$ cat config.mk
export PLATFORM = sky130hd
export DESIGN_NAME = xcvr_link_supervisor
export DESIGN_NICKNAME = d
export VERILOG_FILES = /design/src/rtl/xcvr_link_supervisor.sv
export SDC_FILE = /design/constraint.sdc
export NUM_CORES = 1
export LEC_CHECK = 0
export BUFFER_PORTS_ARGS = -buffer_cell sky130_fd_sc_hd__buf_2
export CAP_MARGIN = 40
export CORE_MARGIN = 1.5
export CORE_UTILIZATION = 53
export DETAILED_ROUTE_END_ITERATION = 8
export PLACE_DENSITY = 0.71
export SYNTH_ARGS = -nofsm -noshare
export SYNTH_HDL_FRONTEND = slang
export SYNTH_SLANG_ARGS = --single-unit
$ cat constraint.sdc
create_clock -name clock -period 3 [get_ports clock]
set_input_delay 0.3 -clock clock [delete_from_list [all_inputs] [get_ports clock]]
set_output_delay 0.3 -clock clock [all_outputs]
set_load 0.05 [all_outputs]
$ cat src/rtl/xcvr_link_supervisor.sv
// Transceiver link supervisor.
// Drives the reset input of the transceiver reset controller: issues a reset
// pulse, waits for tx_ready/rx_ready/lock under a watchdog, retries a bounded
// number of times, and re-initiates reset after a filtered loss of link.
module xcvr_link_supervisor #(
  parameter int unsigned RESET_PULSE_CYCLES   = 16,
  parameter int unsigned READY_TIMEOUT_CYCLES = 1000000,
  parameter int unsigned LOSS_FILTER_CYCLES   = 64,
  parameter int unsigned MAX_RETRIES          = 7,
  parameter int unsigned CNT_W                = 24
) (
  input  logic       clock,
  input  logic       reset_n,
  input  logic       enable,
  input  logic       force_reset,
  input  logic       tx_ready,
  input  logic       rx_ready,
  input  logic       rx_is_lockedtodata,
  output logic       xcvr_reset,
  output logic       link_up,
  output logic       fail,
  output logic [3:0] retry_count,
  output logic [7:0] relink_count,
  output logic       timeout_pulse
);

  typedef enum logic [2:0] {
    ST_IDLE,
    ST_RESET,
    ST_WAIT_READY,
    ST_LINK_UP,
    ST_FAIL
  } state_t;

  // Terminal values of the shared counter in each state that uses it.
  localparam logic [CNT_W-1:0] PULSE_LOAD   = CNT_W'(RESET_PULSE_CYCLES - 1);
  localparam logic [CNT_W-1:0] TIMEOUT_LAST = CNT_W'(READY_TIMEOUT_CYCLES - 1);
  localparam logic [CNT_W-1:0] LOSS_LAST    = CNT_W'(LOSS_FILTER_CYCLES - 1);
  localparam logic [3:0]       RETRY_MAX    = 4'(MAX_RETRIES);

  state_t           state_q, state_d;
  logic [CNT_W-1:0] cnt_q, cnt_d;
  logic [3:0]       retry_d, retry_inc;
  logic [7:0]       relink_d;
  logic             timeout_d;
  logic             lock_meta, lock_s;
  logic             good;

  // Two-flop synchronizer for the asynchronous PHY lock indication.
  // NOTE: sequential logic uses non-blocking assignments so every flop samples
  // the pre-edge value of its neighbour; blocking here would collapse the chain.
  always_ff @(posedge clock or negedge reset_n) begin
    if (!reset_n) begin
      lock_meta <= 1'b0;
      lock_s    <= 1'b0;
    end else begin
      lock_meta <= rx_is_lockedtodata;
      lock_s    <= lock_meta;
    end
  end

  assign good = tx_ready & rx_ready & lock_s;

  // A failed attempt never pushes the retry count past its limit, even when an
  // attempt started from IDLE after FAIL already recorded the maximum.
  assign retry_inc = (retry_count >= RETRY_MAX) ? RETRY_MAX : retry_count + 4'd1;

  // Next-state, counter and event decode; enable and force_reset override the
  // per-state rules.
  // NOTE: every signal assigned here gets a default first so no path leaves a
  // value unassigned, which would otherwise infer a latch.
  always_comb begin
    state_d   = state_q;
    cnt_d     = cnt_q;
    retry_d   = retry_count;
    relink_d  = relink_count;
    timeout_d = 1'b0;

    if (!enable) begin
      state_d = ST_IDLE;
      cnt_d   = '0;
    end else if (force_reset && (state_q != ST_IDLE)) begin
      state_d = ST_RESET;
      cnt_d   = PULSE_LOAD;
      retry_d = '0;
    end else begin
      case (state_q)
        ST_IDLE: begin
          state_d = ST_RESET;
          cnt_d   = PULSE_LOAD;
        end
        ST_RESET: begin
          if (cnt_q == '0) begin
            state_d = ST_WAIT_READY;
            cnt_d   = '0;
          end else begin
            cnt_d = cnt_q - 1'b1;
          end
        end
        ST_WAIT_READY: begin
          if (good) begin
            state_d = ST_LINK_UP;
            cnt_d   = '0;
            retry_d = '0;
          end else if (cnt_q == TIMEOUT_LAST) begin
            timeout_d = 1'b1;
            retry_d   = retry_inc;
            if (retry_inc == RETRY_MAX) begin
              state_d = ST_FAIL;
              cnt_d   = '0;
            end else begin
              state_d = ST_RESET;
              cnt_d   = PULSE_LOAD;
            end
          end else begin
            cnt_d = cnt_q + 1'b1;
          end
        end
        ST_LINK_UP: begin
          if (good) begin
            cnt_d = '0;
          end else if (cnt_q == LOSS_LAST) begin
            state_d  = ST_RESET;
            cnt_d    = PULSE_LOAD;
            relink_d = (relink_count == 8'hFF) ? relink_count : relink_count + 8'd1;
          end else begin
            cnt_d = cnt_q + 1'b1;
          end
        end
        ST_FAIL: begin
          state_d = ST_FAIL;
        end
        default: begin
          state_d = ST_IDLE;
          cnt_d   = '0;
        end
      endcase
    end
  end

  // State, counters and registered outputs; the decoded outputs follow the
  // next state so they change on the same edge as the state register.
  always_ff @(posedge clock or negedge reset_n) begin
    if (!reset_n) begin
      state_q       <= ST_IDLE;
      cnt_q         <= '0;
      retry_count   <= '0;
      relink_count  <= '0;
      timeout_pulse <= 1'b0;
      xcvr_reset    <= 1'b1;
      link_up       <= 1'b0;
      fail          <= 1'b0;
    end else begin
      state_q       <= state_d;
      cnt_q         <= cnt_d;
      retry_count   <= retry_d;
      relink_count  <= relink_d;
      timeout_pulse <= timeout_d;
      xcvr_reset    <= (state_d == ST_IDLE) || (state_d == ST_RESET) || (state_d == ST_FAIL);
      link_up       <= (state_d == ST_LINK_UP);
      fail          <= (state_d == ST_FAIL);
    end
  end

endmodule
==> results_tabular.tex <==
\begin{tabular}{lr}
\hline
Metric & Value \\
\hline
\multicolumn{2}{l}{\textbf{Placement}} \\
Placed insts & between 400 and 500 \\
Detailed Place HPWL & 6360 um \\
Routability congestion estimate & about 0.97 \\
Number of port buffers & 22 \\
\multicolumn{2}{l}{\textbf{Logic synthesis}} \\
Post-synthesis xor/xnor area fraction & 3.67\% \\
Proportion of synthesized area in mux cells & 1.98\% \\
Post-Synthesis Net Count & 410 \\
Adder-cell area share of the yosys netlist & about 1.9\% \\
Cell with the most instances after synthesis & sky130\_fd\_sc\_hd\_\_dfrtp\_1 \\
Post-synthesis cell type with the largest combined area & sky130\_fd\_sc\_hd\_\_dfrtp\_1 \\
Top-area cell type share of the netlist area & 32.9\% \\
Synth cell count leaders & sky130\_fd\_sc\_hd\_\_dfrtp\_1, sky130\_fd\_sc\_hd\_\_nand2\_1, sky130\_fd\_sc\_hd\_\_nor2\_1 \\
Number of flops mapped to enable cells by yosys & 0 \\
Main synth FF type & sky130\_fd\_sc\_hd\_\_dfrtp\_1 \\
Fraction of registers with async set or reset after synthesis & 100\% \\
Seq/Total Area, Yosys & 33.7\% \\
Basic-gate share of the synthesized area counting and, or, nand and nor cells & 29.9\% \\
Post-Syn Instances & 398 \\
Synthesized area & 0.00334 mm\^{}2 \\
Combinational family with the most area after synthesis & simple AND/OR/NAND/NOR gates \\
Share of the synthesized area in compound gates (AO/OA/AOI/OAI) & 23.0\% \\
Count of different cell masters after synthesis & 72 \\
Cell types occupying the most area after synthesis & sky130\_fd\_sc\_hd\_\_dfrtp\_1, sky130\_fd\_sc\_hd\_\_nand2\_1, sky130\_fd\_sc\_hd\_\_a21oi\_1 \\
Yosys reg bits & 45 \\
Mean Syn Cell Area & 8.40 um\^{}2 \\
Synth warn & 0 \\
\multicolumn{2}{l}{\textbf{Clock network}} \\
Clock-pin slew of the registers on the worst-case setup and hold paths & 90 ps \\
CTS sink count & 45 \\
Later-pin clock latency in the skew report & 310 ps \\
Root buf cell & sky130\_fd\_sc\_hd\_\_clkbuf\_8 \\
Total clock buffers created by CTS & 5 \\
Setup Fix Bufs, Post-CTS & 0 \\
Htree depth & 2 \\
Max Buffers Root-to-Sink & 2 \\
CTS tree & yes \\
Resized cells post-CTS & 0 \\
\multicolumn{2}{l}{\textbf{Drt}} \\
Remaining design rule violation count & 0 \\
Wire length per cell & 18.2 um \\
Drt initial violations & about 250 \\
Length of the first detailed-routing pass in iterations & 5 \\
Number of nets still failing antenna checks after routing & 0 \\
Vias after detailed routing & 3220 \\
Post-detailed-route via-to-cell ratio & $\sim$6.6 \\
Total wire length & 8860 um \\
\multicolumn{2}{l}{\textbf{Pwr}} \\
Static leakage & between 1 and 1.5 nW \\
Peak supply drop & 0.261 mV \\
Power density over cell area & 581 mW/mm\^{}2 \\
\multicolumn{2}{l}{\textbf{STA}} \\
Hold violation total from the final report & 0 \\
Worst slew margin relative to its limit & 49.3\% \\
Fin. max-slew vios & 0 \\
Period utilisation layout & 84.7\% \\
Min Tclk post-route & 2540 ps \\
Maximum clock rate & just under 400 MHz \\
Total setup violations reported at the end of the flow & 0 \\
Setup repair after global routing missed its margin & false \\
Setup total negative slack & 0 ps \\
Worst Clk Skew & about 4.2 ps \\
Actual transition at the worst max-transition pin & 761 ps \\
\multicolumn{2}{l}{\textbf{Min path}} \\
Worst hold path cell count & 1 \\
Worst hold path type & input pin to flop \\
\multicolumn{2}{l}{\textbf{Setup path}} \\
Worst path required time & between 3000 and 4000 ps \\
Largest stage delay on the critical path & 510 ps \\
Arrival time worst endpoint & $\sim$2700 ps \\
Category of cells accounting for the largest share of critical-path delay & simple AND/OR/NAND/NOR gates \\
Worst Setup Start Kind & flop \\
CP max stage cell & sky130\_fd\_sc\_hd\_\_dfrtp\_1 \\
WP buf/inv & 1 \\
Critical Setup Path Class & flop to flop \\
Cell count of the worst reg-to-reg path & 7 \\
Ordered list of cells on the worst path & nor4\_4 -> nand4\_1 -> o21ai\_2 -> buf\_4 -> nor3\_1 -> a311oi\_1 -> a41oi\_1 \\
Critical path peak fanout & 13 \\
Type of destination of the critical path & flop \\
Logic depth of the worst setup path including buffers & 7 \\
\multicolumn{2}{l}{\textbf{Floorplanning}} \\
Placeable core region & 0.00599 mm\^{}2 \\
Vert. Die Dim & around 82 um \\
I/O pin cnt & 23 \\
Row count & 28 \\
Die area & 0.00679 mm\^{}2 \\
Die span in x & 82.4 um \\
Initial cell density of the core & 55.8\% \\
\multicolumn{2}{l}{\textbf{Final layout}} \\
Area growth from synthesis to layout & 7.64\% \\
Share of cells above drive strength 1 & 15.6\% \\
Post-Route Utilization & 60.0\% \\
Count of nets after finishing & around 420 \\
Diodes inserted & 0 \\
Finished Layout Cells & 486 \\
\multicolumn{2}{l}{\textbf{Global route}} \\
Via count of the first global-routing pass & 2955 \\
Wire length of the first global-routing pass & roughly 14000 um \\
All-Layer GR Usage & 28.1\% \\
Initial antenna violation count & 0 \\
Remaining global-route overflow & 0 \\
Maximum number of pins on one net before global-route repair & 29 \\
\multicolumn{2}{l}{\textbf{Status}} \\
Result of the run & completed \\
\multicolumn{2}{l}{\textbf{Job}} \\
Number of maximum-capacitance violations & 0 \\
\hline
\end{tabular}
==> worst paths after layout <==
path                                         start  slack, ps              end
worst max register to register           cnt_q[20]        460        cnt_q[11]
worst min register to register           lock_meta        360           lock_s
worst max-delay path                     cnt_q[20]        460        cnt_q[11]
max in group asynchronous                  reset_n       1970       xcvr_reset
worst min-delay path            rx_is_lockedtodata         90        lock_meta
min in group asynchronous                  reset_n        450  relink_count[2]
==> stage by stage <==
step	power (mW)	hold WS, ps	cell area [um^2]	worst slack [ps]
CTS	2.08	83.3	3600	522
global route	2.22	79.7	3600	304
floorplan	1.43	4.41	3340	880
global placement	1.58	333	3450	562
finish	2.09	88.5	3600	460
detailed placement	1.60	268	3470	532
==> cell families (layout without fill, tap and decap cells) <==
| logic type | Yosys count | in the layout |
|---|---|---|
| AO/OA/AOI/OAI | 116 | 116 |
| XOR/XNOR | 14 | 14 |
| adder cells (fa/ha/maj) | 5 | 5 |
| buffers and inverters | 39 | 52 |
| flip-flops | 45 | 45 |
| multiplexers | 6 | 6 |
| AND/OR/NAND/NOR | 173 | 173 |
==> layout by cell type (no fill, tap or decap), types with 3 or more instances in the layout <==
cell type / count
sky130_fd_sc_hd__nor2_1: 27
sky130_fd_sc_hd__buf_2: 22
sky130_fd_sc_hd__o21a_1: 3
sky130_fd_sc_hd__o211ai_1: 5
sky130_fd_sc_hd__a21oi_1: 26
sky130_fd_sc_hd__and4_1: 4
sky130_fd_sc_hd__nor3_1: 20
sky130_fd_sc_hd__a221oi_1: 3
sky130_fd_sc_hd__ha_1: 5
sky130_fd_sc_hd__mux2_1: 3
sky130_fd_sc_hd__nor4_1: 11
sky130_fd_sc_hd__o22ai_1: 5
sky130_fd_sc_hd__o21ai_0: 24
sky130_fd_sc_hd__o211a_1: 3
sky130_fd_sc_hd__dfrtp_1: 44
sky130_fd_sc_hd__buf_4: 7
sky130_fd_sc_hd__a31oi_1: 6
sky130_fd_sc_hd__xnor2_1: 10
sky130_fd_sc_hd__xor2_1: 4
sky130_fd_sc_hd__a311oi_1: 5
sky130_fd_sc_hd__a211oi_1: 3
sky130_fd_sc_hd__or2_2: 4
sky130_fd_sc_hd__clkbuf_8: 5
sky130_fd_sc_hd__nand4_1: 12
sky130_fd_sc_hd__nand3_1: 18
sky130_fd_sc_hd__a22oi_1: 3
sky130_fd_sc_hd__o21ai_1: 5
sky130_fd_sc_hd__nand2_1: 35
sky130_fd_sc_hd__o31ai_1: 3
sky130_fd_sc_hd__inv_1: 13
sky130_fd_sc_hd__and2_1: 3
sky130_fd_sc_hd__and3_1: 8
sky130_fd_sc_hd__a41oi_1: 4
sky130_fd_sc_hd__nand2b_1: 6
==> power breakdown <==
part	internal, mW	total (mW)	switching, mW
clock	0.250	0.482	0.233
combinational	0.287	0.736	0.448
sequential	0.685	0.871	0.186
total	1.22	2.09	0.867
==> metal layers <==
layer  GRT usage (%)  share of wire, %  vias up
li1                -                 -     1532
met1            39.6                47     1532
met2            44.4                45      139
met3            4.07               6.3       17
met4            8.31               1.7        0
met5               0                 0        -
==> cell type report <==
cell class / count / area, um^2
fillers: 528 / 2390
multi-input cells: 314 / 2020
flip-flops and latches: 45 / 1130
repair buffers: 31 / 193
well taps: 75 / 93.8
clock buffers: 5 / 68.8
inverters: 13 / 48.8
clock inverters: 3 / 46.3
==> what timing repair did <==
item | CTS | global route
hold buffers | 1 | 0
endpoints found under the setup margin | 0 | 0
endpoints found under the hold margin | 17 | 0
==> sequential cells by signal (all words and copies together), names as in the netlist <==
| signal | flops |
|---|---|
| cnt_q | 24 |
| relink_count | 8 |
| retry_count | 4 |
| state_q | 3 |
| fail | 1 |
| link_up | 1 |
| lock_meta | 1 |
| lock_s | 1 |
| timeout_pulse | 1 |
| xcvr_reset | 1 |
(Power assumes the default switching activity.)
